File: src/rtl/ped_crossing.sv
// ped_crossing -- pelican-style pedestrian crossing controller.
//
// A road green phase is held until a pedestrian request has been registered
// and the minimum green time has elapsed. The controller then walks the road
// through yellow and all-red, gives the pedestrians a walk phase and a
// clearance phase, and clears again through all-red before returning to green.
//
// Ports:
//   pin3_clk_16mhz   in   sole clock, rising edge
//   pin9_rst_n       in   asynchronous active-low reset
//   pin10_ped_button in   pedestrian push button, asynchronous, active-high
//   pin4_green       out  road green lamp
//   pin5_yellow      out  road yellow lamp
//   pin6_red         out  road red lamp
//   pin7_ped_green   out  pedestrian green (walk) lamp
//   pin8_ped_red     out  pedestrian red (don't walk) lamp
//   pin11_wait       out  request-registered indicator
//
// Configuration macro:
//   PED_FLASH_EN  when defined, the pedestrian green lamp flashes at 1 Hz
//                 during the clearance phase (pedestrian red dark); when
//                 undefined, the pedestrian red lamp is lit for the whole
//                 clearance phase.

module ped_crossing #(
    parameter int TIMER_SCALE = 16000000,
    parameter int T_MIN_GREEN = 10,
    parameter int T_YELLOW    = 3,
    parameter int T_ALL_RED   = 2,
    parameter int T_WALK      = 8,
    parameter int T_CLEAR     = 4
) (
    input  logic pin3_clk_16mhz,
    input  logic pin9_rst_n,
    input  logic pin10_ped_button,
    output logic pin4_green,
    output logic pin5_yellow,
    output logic pin6_red,
    output logic pin7_ped_green,
    output logic pin8_ped_red,
    output logic pin11_wait
);

    localparam int PW = $clog2(TIMER_SCALE);
    localparam logic [PW-1:0] PRE_LAST = PW'(TIMER_SCALE - 1);
`ifdef PED_FLASH_EN
    localparam logic [PW-1:0] PRE_HALF = PW'(TIMER_SCALE / 2);
`endif

    // Expiry happens on the tick where the seconds count equals T-1.
    localparam logic [7:0] LAST_MIN_GREEN = 8'(T_MIN_GREEN - 1);
    localparam logic [7:0] LAST_YELLOW    = 8'(T_YELLOW - 1);
    localparam logic [7:0] LAST_ALL_RED   = 8'(T_ALL_RED - 1);
    localparam logic [7:0] LAST_WALK      = 8'(T_WALK - 1);
    localparam logic [7:0] LAST_CLEAR     = 8'(T_CLEAR - 1);

    typedef enum logic [2:0] {
        STARTUP,
        ROADGREEN,
        ROADYELLOW,
        ALLRED1,
        PEDWALK,
        PEDCLEAR,
        ALLRED2
    } phase_t;

    phase_t        state_q, state_d;
    logic [PW-1:0] pre_q, pre_d;
    logic [7:0]    sec_q, sec_d;
    logic          minDone_q, minDone_d;
    logic          req_q, req_d;
    logic          syncMeta_q, syncOut_q, syncPrev_q;
    logic          green_q, green_d;
    logic          yellow_q, yellow_d;
    logic          red_q, red_d;
    logic          pedGreen_q, pedGreen_d;
    logic          pedRed_q, pedRed_d;

    logic          tick;
    logic          expire;
    logic          btnRise;
    logic [7:0]    lastSec;

    // Next-state, timer, request and lamp computation. The lamps are decoded
    // from the next state so that they change on the same edge as the state.
    always_comb begin
        tick    = (pre_q == PRE_LAST);
        btnRise = syncOut_q & ~syncPrev_q;

        case (state_q)
            ROADGREEN:  lastSec = LAST_MIN_GREEN;
            ROADYELLOW: lastSec = LAST_YELLOW;
            PEDWALK:    lastSec = LAST_WALK;
            PEDCLEAR:   lastSec = LAST_CLEAR;
            default:    lastSec = LAST_ALL_RED;
        endcase
        expire = tick && (sec_q == lastSec);

        state_d = state_q;
        case (state_q)
            STARTUP:    if (expire) state_d = ROADGREEN;
            ROADGREEN:  if ((minDone_q || expire) && req_q) state_d = ROADYELLOW;
            ROADYELLOW: if (expire) state_d = ALLRED1;
            ALLRED1:    if (expire) state_d = PEDWALK;
            PEDWALK:    if (expire) state_d = PEDCLEAR;
            PEDCLEAR:   if (expire) state_d = ALLRED2;
            ALLRED2:    if (expire) state_d = ROADGREEN;
            default:    state_d = STARTUP;
        endcase

        // Every phase starts with a fresh prescaler, seconds count and
        // minimum-green flag.
        if (state_d != state_q) begin
            pre_d     = '0;
            sec_d     = 8'd0;
            minDone_d = 1'b0;
        end else begin
            pre_d     = tick ? '0 : pre_q + PW'(1);
            sec_d     = (tick && (sec_q != 8'hFF)) ? sec_q + 8'd1 : sec_q;
            minDone_d = minDone_q | ((state_q == ROADGREEN) && expire);
        end

        // Entering the walk phase serves the request and wins over a
        // coincident button edge; edges during the walk itself are dropped.
        if ((state_d == PEDWALK) && (state_q != PEDWALK)) begin
            req_d = 1'b0;
        end else if (state_q == PEDWALK) begin
            req_d = req_q;
        end else begin
            req_d = req_q | btnRise;
        end

        green_d    = 1'b0;
        yellow_d   = 1'b0;
        red_d      = 1'b1;
        pedGreen_d = 1'b0;
        pedRed_d   = 1'b1;
        case (state_d)
            ROADGREEN: begin
                green_d = 1'b1;
                red_d   = 1'b0;
            end
            ROADYELLOW: begin
                yellow_d = 1'b1;
                red_d    = 1'b0;
            end
            PEDWALK: begin
                pedGreen_d = 1'b1;
                pedRed_d   = 1'b0;
            end
            PEDCLEAR: begin
`ifdef PED_FLASH_EN
                // Lit for the first half of every second, starting on entry.
                pedGreen_d = (pre_d < PRE_HALF);
                pedRed_d   = 1'b0;
`else
                pedRed_d   = 1'b1;
`endif
            end
            default: ;
        endcase
    end

    // All state, timers, synchroniser and lamps.
    always_ff @(posedge pin3_clk_16mhz or negedge pin9_rst_n) begin
        if (!pin9_rst_n) begin
            state_q    <= STARTUP;
            pre_q      <= '0;
            sec_q      <= 8'd0;
            minDone_q  <= 1'b0;
            req_q      <= 1'b0;
            syncMeta_q <= 1'b0;
            syncOut_q  <= 1'b0;
            syncPrev_q <= 1'b0;
            green_q    <= 1'b0;
            yellow_q   <= 1'b0;
            red_q      <= 1'b1;
            pedGreen_q <= 1'b0;
            pedRed_q   <= 1'b1;
        end else begin
            state_q    <= state_d;
            pre_q      <= pre_d;
            sec_q      <= sec_d;
            minDone_q  <= minDone_d;
            req_q      <= req_d;
            syncMeta_q <= pin10_ped_button;
            syncOut_q  <= syncMeta_q;
            syncPrev_q <= syncOut_q;
            green_q    <= green_d;
            yellow_q   <= yellow_d;
            red_q      <= red_d;
            pedGreen_q <= pedGreen_d;
            pedRed_q   <= pedRed_d;
        end
    end

    assign pin4_green     = green_q;
    assign pin5_yellow    = yellow_q;
    assign pin6_red       = red_q;
    assign pin7_ped_green = pedGreen_q;
    assign pin8_ped_red   = pedRed_q;
    assign pin11_wait     = req_q;

endmodule

File: config.mk
export PLATFORM = sky130hd
export DESIGN_NAME = ped_crossing
export DESIGN_NICKNAME = d
export VERILOG_FILES = /design/src/rtl/ped_crossing.sv
export SDC_FILE = /design/constraint.sdc
export NUM_CORES = 1
export LEC_CHECK = 0
export CORE_ASPECT_RATIO = 0.75
export CORE_MARGIN = 8
export CORE_UTILIZATION = 40
export DETAILED_ROUTE_END_ITERATION = 6
export GPL_TIMING_DRIVEN = 0
export PLACE_DENSITY = 0.63
export RECOVER_POWER = 25
export SYNTH_ARGS = -nofsm -noshare
export SYNTH_HDL_FRONTEND = slang
export SYNTH_SLANG_ARGS = --single-unit
File: constraint.sdc
create_clock -name pin3_clk_16mhz -period 2.4 [get_ports pin3_clk_16mhz]
set_input_delay 0.24 -clock pin3_clk_16mhz [delete_from_list [all_inputs] [get_ports pin3_clk_16mhz]]
set_output_delay 0.24 -clock pin3_clk_16mhz [all_outputs]
set_load 0.02 [all_outputs]
==> results of run 1 <==
[cells in the mapped netlist, types with 4 or more instances]
master | instances | share of area [%]
nor2_1 | 45 | 7.2
dfrtp_1 | 43 | 46
nand2_1 | 18 | 2.9
xnor2_1 | 18 | 6.7
nand3_1 | 16 | 3.4
xor2_1 | 11 | 4.1
inv_1 | 8 | 1.3
nor3_1 | 8 | 1.7
and3_1 | 6 | 1.6
o21ai_0 | 6 | 1.3
clkbuf_1 | 4 | 0.64
nand2b_1 | 4 | 1.1
nor4_1 | 4 | 1.1
[cell usage in the layout (no fill, tap or decap), types with 4 or more instances in the layout]
cell | netlist | layout
clkbuf_1 | 4 | 7
dfrtp_1 | 43 | 43
clkdlybuf4s50_1 | 0 | 6
nand3_1 | 16 | 16
nor2_1 | 45 | 45
inv_1 | 8 | 8
buf_4 | 1 | 5
nand2b_1 | 4 | 4
xor2_1 | 11 | 11
nand2_1 | 18 | 18
clkbuf_8 | 2 | 8
o21ai_0 | 6 | 6
xnor2_1 | 18 | 18
nor3_1 | 8 | 7
and3_1 | 6 | 6
[repair_timing]
| action | in CTS | in global routing |
|---|---|---|
| endpoints found under the hold margin | 14 | 0 |
| setup buffers | 0 | 4 |
| hold buffers | 1 | 0 |
| setup endpoints to repair | 0 | 27 |
| resized for setup | 0 | 3 |
[metal layers]
metal | part of all wire [%] | vias to the layer above | GRT usage (%) | routed length, µm
met5 | 0 | - | 0 | 0
met4 | 1.3 | 0 | 4.32 | 58
met3 | 3.2 | 5 | 2.56 | 147
met2 | 43 | 21 | 16.8 | 1980
met1 | 53 | 882 | 16.1 | 2430
li1 | - | 878 | - | -
[worst paths after layout]
check,from,endpoint,cells past startpoint
min reg2reg,syncMeta_q$_DFF_PN0_,syncOut_q$_DFF_PN0_,0
min,syncMeta_q$_DFF_PN0_,syncOut_q$_DFF_PN0_,0
max in group asynchronous,pin9_rst_n,pin4_green$_DFF_PN0_,3
min in group asynchronous,pin9_rst_n,sec_q[6]$_DFFE_PN0P_,2
max reg2reg,sec_q[4]$_DFFE_PN0P_,sec_q[4]$_DFFE_PN0P_,6
max,sec_q[4]$_DFFE_PN0P_,sec_q[4]$_DFFE_PN0P_,6
[cell families (layout without fill, tap and decap cells)]
group / Yosys count / in the layout / synth area share (%)
adder cells (fa/ha/maj): 2 / 2 / 1.07
XOR/XNOR: 29 / 29 / 10.8
buffers and inverters: 18 / 40 / 4.58
AND/OR/NAND/NOR: 125 / 125 / 26.8
multiplexers: 2 / 2 / 0.853
flip-flops: 45 / 45 / 48.1
AO/OA/AOI/OAI: 25 / 26 / 7.84
[power breakdown]
group,total (mW),internal (mW),switching [mW],leakage [nW]
Clock,0.481,0.235,0.245,0.0455
Combinational,0.0178,0.00313,0.0146,0.482
Sequential,0.761,0.760,0.000773,0.595
Total,1.26,0.998,0.261,1.12
[critical path: cells and delay by family (launching register included)]
family	cells	cell delay (ns)
DFF	1	0.42
AOI/OAI and AO/OA	2	0.44
and+or+nand+nor	4	1.29
[area by class of cell]
type                            instances  area [µm²]
Fill cell                             541        3050
Multi-Input combinational cell        184        1140
Sequential cell                        45        1130
Timing Repair Buffer                   14         119
Tap cell                               78        97.6
Clock buffer                            8        90.1
Buffer                                 10        77.6
Inverter                                8        30.0
==> results.cfg, run 1 <==
[run_status]
status = finished, final reports clean

[setup_path]
worst_ep_arrival_time_ns = 2.43
worst-endpoint-required_ns = 2.57
cp_max_fo = 4
rrSetupSlack_ns = 0.14
crit_path_start_kind = flip-flop
slowest_delay_ns = 0.55
path_cells = or4_1, a211oi_1, nand4b_1, or3_4, a21oi_2, nor2_1
end_kind = flip-flop
crit_type = flip-flop to flip-flop
worst_path_max_delay_cell = or4_1

[routing]
drt_iter0_markers = 119
dr.pass1.iters = 5
wl_per_cell_um = 13.3
vias = 1786
vias_per_cell = 5.15
drt_drc_violations_left = 0
final_antenna_net_count = 0
routed_wl_mm = 4.62

[finish]
synthToLayoutAreaGrowth_pct = 14.2
nNetsFinal = 273
layout-drive-gt1-share_pct = 12.6
stdcell_area_um2 = 2680
utilization_pct = 46.7
antenna_cells = 0
reg.largest.list = pre_q: 24 flops, sec_q: 8 flops, state_q: 3 flops
largest_register = pre_q
largest_register_ffs = 24
fin_cells = 347

[floorplan]
rows = 24
start_util_pct = 40.9
ios = 9
dieArea_um2 = 8600
core-area_um2 = 5740
die_x_um = 104
fp.dieH_um = 82.3

[power_and_ir_drop]
power_mw = 1.26
powerDensity_nw_per_um2 = 470
vdd_drop_max_mv = 0.302
p_leak_nw = 1.12

[timing]
min_period_over_period_pct = 94.3
max-slew-margin-rel_pct = 45.6
hold_ws_ns = 0.354
fmax_mhz = 442
slew_violations = 0
hold_viol = 0
worst_pin_slew_ns = 0.815
fin_tns_setup_ns = 0
min_period_ns = 2.26
finClkSkew_ns = 0.0105
setup_ws_ns = 0.136
setup_viol = 0

[logic_synthesis]
synthCells = 246
ys.flop_type = dfrtp_1
synth_seq_cells = 45
synth_cell_type_count = 53
syn-num-nets = 251
synthArstFlopShare_pct = 100
ys_seq_area_share_pct = 48.1
yosys_warnings = 0
synth_edf_count = 0
syn_area_um2 = 2350
avgSynthCellArea_um2 = 9.54

[hold_path]
hold_class = flip-flop to flip-flop

[clock_network]
cts_root_buffer = clkbuf_8
cts_buffer_depth = 2
cts.htree.levels = 2
cts_buffers = 5
cts_sinks = 45
cts_tree = done
clk_pin_slew_ns = 0.07
clock_latency_ns = 0.29

[global_routing]
antenna_found_initial = 0
grt_pass1_vias = 1678
grt_max_degree = 31
track_usage_pct = 11.4
grt_pass1_wl_mm = 8.03
overflow = 0

[place]
dpl.hpwl_mm = 3.24
port_buffers = 8
dp_cells = 333
dpl-instance-area_um2 = 2540
dpl_worst_slack_ns = 0.0647
place_congestion = 0.760

[flow_run]
drv_cap = 0
Power figures use the tool's default switching activity.
==> inputs of run 2 (changes only) <==
--- a/config.mk
+++ b/config.mk
@@ -10,7 +10,7 @@
 export CORE_UTILIZATION = 40
 export DETAILED_ROUTE_END_ITERATION = 6
 export GPL_TIMING_DRIVEN = 0
-export PLACE_DENSITY = 0.63
+export PLACE_DENSITY = 0.54
 export RECOVER_POWER = 25
 export SYNTH_ARGS = -nofsm -noshare
 export SYNTH_HDL_FRONTEND = slang
==> constraint.sdc (replaced) <==
create_clock -name pin3_clk_16mhz -period 2.3 [get_ports pin3_clk_16mhz]
set_input_delay 0.23 -clock pin3_clk_16mhz [delete_from_list [all_inputs] [get_ports pin3_clk_16mhz]]
set_output_delay 0.23 -clock pin3_clk_16mhz [all_outputs]
set_load 0.02 [all_outputs]
==> results.cfg, run 2 (synthesized netlist as in run 1, its figures left out) <==
[run_status]
status = finished, final reports clean

[global_routing]
grt_max_degree = 25
overflow = 0
antenna_found_initial = 0
grt_pass1_wl_mm = 8.51
track_usage_pct = 12.5
grt_pass1_vias = 1668

[finish]
synthToLayoutAreaGrowth_pct = 17.1
nNetsFinal = 275
reg.largest.list = pre_q: 24 flops, sec_q: 8 flops, state_q: 3 flops
utilization_pct = 47.9
largest_register_ffs = 24
layout-drive-gt1-share_pct = 15.9
antenna_cells = 0
layout_commonest_cell = nor2_1
n_fill_cell = 548
layout_common_cells = nor2_1 (45), dfrtp_1 (43), nand2_1 (18), xnor2_1 (18), nand3_1 (15)
largest_register = pre_q

[routing]
drt_iter0_markers = 103
vias = 1761
drt_drc_violations_left = 0
vias_per_cell = 5.05
dr.pass1.iters = 4
wl_per_cell_um = 14.1
routed_wl_mm = 4.92
final_antenna_net_count = 0

[timing]
min_period_ns = 2.25
fmax_mhz = 445
slew_violations = 0
min_period_over_period_pct = 97.6
rsz0062_at_grt = true
setup_viol = 0
hold_ws_ns = 0.353
max-slew-margin-rel_pct = 13.4
hold_viol = 0
worst_pin_slew_ns = 1.30
finClkSkew_ns = 0.0154

[floorplan]
ios = 9
dieArea_um2 = 8600
rows = 24
core-area_um2 = 5740
fp.dieH_um = 82.3
start_util_pct = 40.9
die_x_um = 104

[clock_network]
cts_root_buffer = clkbuf_8
cts.htree.levels = 2
cts_buffer_depth = 2
cts_sinks = 45
cts_buffers = 5
cts_tree = done
clock_latency_ns = 0.31
clk_pin_slew_ns = 0.09

[power_and_ir_drop]
power_frac_seq_pct = 60.5
p_int_mw = 1.02
clockPowerShare_pct = 37.8
combPwrFrac_pct = 1.7
powerDensity_nw_per_um2 = 478
p_leak_nw = 1.16
switchingPower_mw = 0.298
vdd_drop_max_mv = 0.244
swShare_pct = 22.7
power_mw = 1.31

[setup_path]
end_kind = flip-flop
worst-endpoint-required_ns = 2.55
worst_path_max_delay_cell = or4_4
path_cells = or4_4, a211oi_2, nand4b_1, or3_4, nor3_4, or2_1
worst_ep_arrival_time_ns = 2.50
crit_type = flip-flop to flip-flop
path_buf_inv = 0
cp_max_fo = 4
critPathTopFamily = simple AND/OR/NAND/NOR gates
crit_path_start_kind = flip-flop
slowest_delay_ns = 0.54

[place]
dpl.hpwl_mm = 3.29
place_congestion = 0.753
port_buffers = 8

[flow_run]
drv_cap = 0

[hold_path]
hold_class = flip-flop to flip-flop
## run 2: worst reg2reg max path, stage by stage, from the launching register on
cell and delay [ns]:
dfrtp_1 0.39, or4_4 0.54, a211oi_2 0.15, nand4b_1 0.23, or3_4 0.51, nor3_4 0.25, or2_1 0.14
## run 2: timing repair
action | 4_1_cts | 5_1_grt
resized for setup | 1 | 15
cloned | 1 | 0
pin swaps | 3 | 12
hold buffers | 1 | 0
hold endpoints to repair | 21 | 0
setup buffers | 2 | 4
setup endpoints to repair | 11 | 37
## run 2: per-stage QoR
stage | cell area, µm² | TNS (ns) | std cells | worst slack (ns)
2_1_floorplan | 2350 | 0 | 246 | 0.210
6_report | 2750 | 0 | 349 | 0.0548
3_3_place_gp | 2520 | -13.28 | 332 | -0.308
5_1_grt | 2750 | -0.0872 | 349 | -0.0312
3_5_place_dp | 2540 | -0.502 | 333 | -0.0634
4_1_cts | 2660 | 0 | 345 | 0.0304
## run 2: layout make-up
type | count | area (µm²) | area share [%]
flip-flops and latches | 45 | 1130 | 41.1
inverters | 8 | 30.0 | 1.09
clock buffers | 7 | 76.3 | 2.78
clock inverters | 1 | 7.51 | 0.273
multi-input cells | 184 | 1180 | 42.9
well taps | 78 | 97.6 | 3.55
plain buffers | 10 | 80.1 | 2.91
repair buffers | 16 | 149 | 5.42
## run 2: per-layer routing
| metal | up-vias | GRT usage [%] | routed length, µm |
|---|---|---|---|
| met3 | 8 | 2.79 | 154 |
| met2 | 17 | 18.2 | 2070 |
| met4 | 0 | 5.18 | 72 |
| li1 | 883 | - | - |
| met1 | 853 | 17.5 | 2630 |
| met5 | - | 0 | 0 |
## run 2: path summary, 6_finish.rpt
path / slack, ns / end / depth (start not counted) / start
worst max-delay path: 0.05 / pin7_ped_green$_DFF_PN0_ / 6 / sec_q[4]$_DFFE_PN0P_
worst min-delay path: 0.35 / syncOut_q$_DFF_PN0_ / 0 / syncMeta_q$_DFF_PN0_
worst max register to register: 0.05 / pin7_ped_green$_DFF_PN0_ / 6 / sec_q[4]$_DFFE_PN0P_
worst min register to register: 0.35 / syncOut_q$_DFF_PN0_ / 0 / syncMeta_q$_DFF_PN0_
max in group asynchronous: 0.75 / pin8_ped_red$_DFF_PN1_ / 3 / pin9_rst_n
min in group asynchronous: 0.73 / pre_q[19]$_DFF_PN0_ / 2 / pin9_rst_n
## run 2: power groups by stage
stage / registers (mW) / clock network (mW) / logic (mW)
after floorplan: 0.810 / 0 / 0.000318
after global placement: 0.810 / 0 / 0.0200
after detailed placement: 0.810 / 0 / 0.0237
after CTS: 0.794 / 0.517 / 0.0249
after global routing: 0.795 / 0.549 / 0.0268
final: 0.794 / 0.496 / 0.0226
==> inputs of run 3 (changes only) <==
--- a/config.mk
+++ b/config.mk
@@ -10,7 +10,7 @@
 export CORE_UTILIZATION = 40
 export DETAILED_ROUTE_END_ITERATION = 6
 export GPL_TIMING_DRIVEN = 0
-export PLACE_DENSITY = 0.54
+export PLACE_DENSITY = 0.55
 export RECOVER_POWER = 25
 export SYNTH_ARGS = -nofsm -noshare
 export SYNTH_HDL_FRONTEND = slang
==> results.cfg, run 3 (synthesized netlist as in run 1, its figures left out) <==
[run_status]
status = finished, final reports clean

[global_routing]
grt_pass1_wl_mm = 8.00
overflow = 0
antenna_found_initial = 0
met1_usage_pct = 17.0
grt_pass1_vias = 1589
busiest_layer = met1
grt_util_met2_pct = 15.9
track_usage_pct = 11.8
grt_max_degree = 28
grtUsageMet3_pct = 3.80

[clock_network]
cts_buffer_depth = 2
cts_sinks = 45
cts.htree.levels = 2
clk_pin_slew_ns = 0.08
cts_buffers = 5
cts_root_buffer = clkbuf_8
clock_latency_ns = 0.30
cts_tree = done

[timing]
fmax_mhz = 452
min_period_ns = 2.21
rsz0062_at_grt = true
min_period_over_period_pct = 96.1
worst_pin_slew_ns = 1.03
finClkSkew_ns = 0.0118
setup_viol = 0
max-slew-margin-rel_pct = 31.2
slew_violations = 0
hold_viol = 0

[routing]
dr.pass1.iters = 4
wl_per_cell_um = 13.9
drt_drc_violations_left = 0
drt_iter0_markers = 50
routed_wl_mm = 4.83
final_antenna_net_count = 0
vias = 1732
vias_per_cell = 4.99

[setup_path]
slowest_delay_ns = 0.55
cp_max_fo = 5
end_kind = flip-flop
path_cells = or4_4, a211oi_2, nand4b_1, or3_4, a21oi_4, nor2_1
worst_path_max_delay_cell = or4_4
worst_ep_arrival_time_ns = 2.40
path_buf_inv = 0
worst-endpoint-required_ns = 2.49
crit_type = flip-flop to flip-flop
crit_path_start_kind = flip-flop
critPathTopFamily = simple AND/OR/NAND/NOR gates

[floorplan]
dieArea_um2 = 8600
die_x_um = 104
start_util_pct = 40.9
ios = 9
rows = 24
fp.dieH_um = 82.3
core-area_um2 = 5740

[power_and_ir_drop]
powerDensity_nw_per_um2 = 500
vdd_drop_max_mv = 0.281
p_leak_nw = 1.15
power_mw = 1.37

[place]
dp_cells = 333
dpl.hpwl_mm = 3.32
port_buffers = 8
place_congestion = 0.814

[hold_path]
hold_class = flip-flop to flip-flop

[finish]
nNetsFinal = 273
antenna_cells = 0
reg.largest.list = pre_q: 24 flops, sec_q: 8 flops, state_q: 3 flops
layout-drive-gt1-share_pct = 15.6
largest_register_ffs = 24
layout_commonest_cell = nor2_1
synthToLayoutAreaGrowth_pct = 16.5
largest_register = pre_q
layout_common_cells = nor2_1 (45), dfrtp_1 (43), nand2_1 (18), xnor2_1 (18), nand3_1 (15)
n_fill_cell = 554
fin_cells = 347

[flow_run]
drv_cap = 0
-- run 3: through the flow --
step	setup TNS (ns)	cell area (µm²)	util [%]	hold slack [ns]	worst slack (ns)
floorplan	0	2350	-	-0.0656	0.210
global placement	-12.66	2520	44.0	0.333	-0.286
detailed placement	-0.653	2540	44.3	0.211	-0.0685
finish	0	2730	47.7	0.353	0.0897
global route	-0.0440	2730	47.7	0.369	-0.0165
CTS	0	2690	46.8	0.356	0.0144
-- run 3: path summary, 6_finish.rpt --
path	from	endpoint	slack, ns	cells past startpoint
worst max register to register	sec_q[4]$_DFFE_PN0P_	sec_q[7]$_DFFE_PN0P_	0.09	6
worst min-delay path	syncMeta_q$_DFF_PN0_	syncOut_q$_DFF_PN0_	0.35	0
worst min register to register	syncMeta_q$_DFF_PN0_	syncOut_q$_DFF_PN0_	0.35	0
worst max-delay path	sec_q[4]$_DFFE_PN0P_	sec_q[7]$_DFFE_PN0P_	0.09	6
min in group asynchronous	pin9_rst_n	pre_q[7]$_DFF_PN0_	0.61	2
max in group asynchronous	pin9_rst_n	pre_q[20]$_DFF_PN0_	0.44	3
-- run 3: final cells by class --
class	instances	area, µm²	area share (%)
buffer	10	77.6	2.84
sequential	45	1130	41.3
inverter	8	30.0	1.10
multi-input combinational	184	1180	43.2
clock buffer	7	96.3	3.52
tap	78	97.6	3.57
timing repair buffer	14	119	4.35
clock inverter	1	5.00	0.183
-- run 3: metal layers --
layer | vias up | wire [µm]
met4 | 0 | 53
met1 | 822 | 2670
li1 | 877 | -
met2 | 27 | 1940
met3 | 6 | 166
met5 | - | 0
-- run 3: report_power, final --
group | switching, mW | internal, mW | total [mW] | leakage (nW)
Combinational | 0.0160 | 0.00328 | 0.0193 | 0.501
Clock | 0.280 | 0.272 | 0.552 | 0.0542
Sequential | 0.000886 | 0.793 | 0.794 | 0.595
-- run 3: what timing repair did --
action / in CTS / in global routing
endpoints found under the hold margin: 18 / 0
hold buffers: 1 / 0
pin swaps: 2 / 7
setup endpoints to repair: 13 / 39
gates resized for setup: 3 / 8
cloned: 1 / 0
setup buffers: 1 / 3
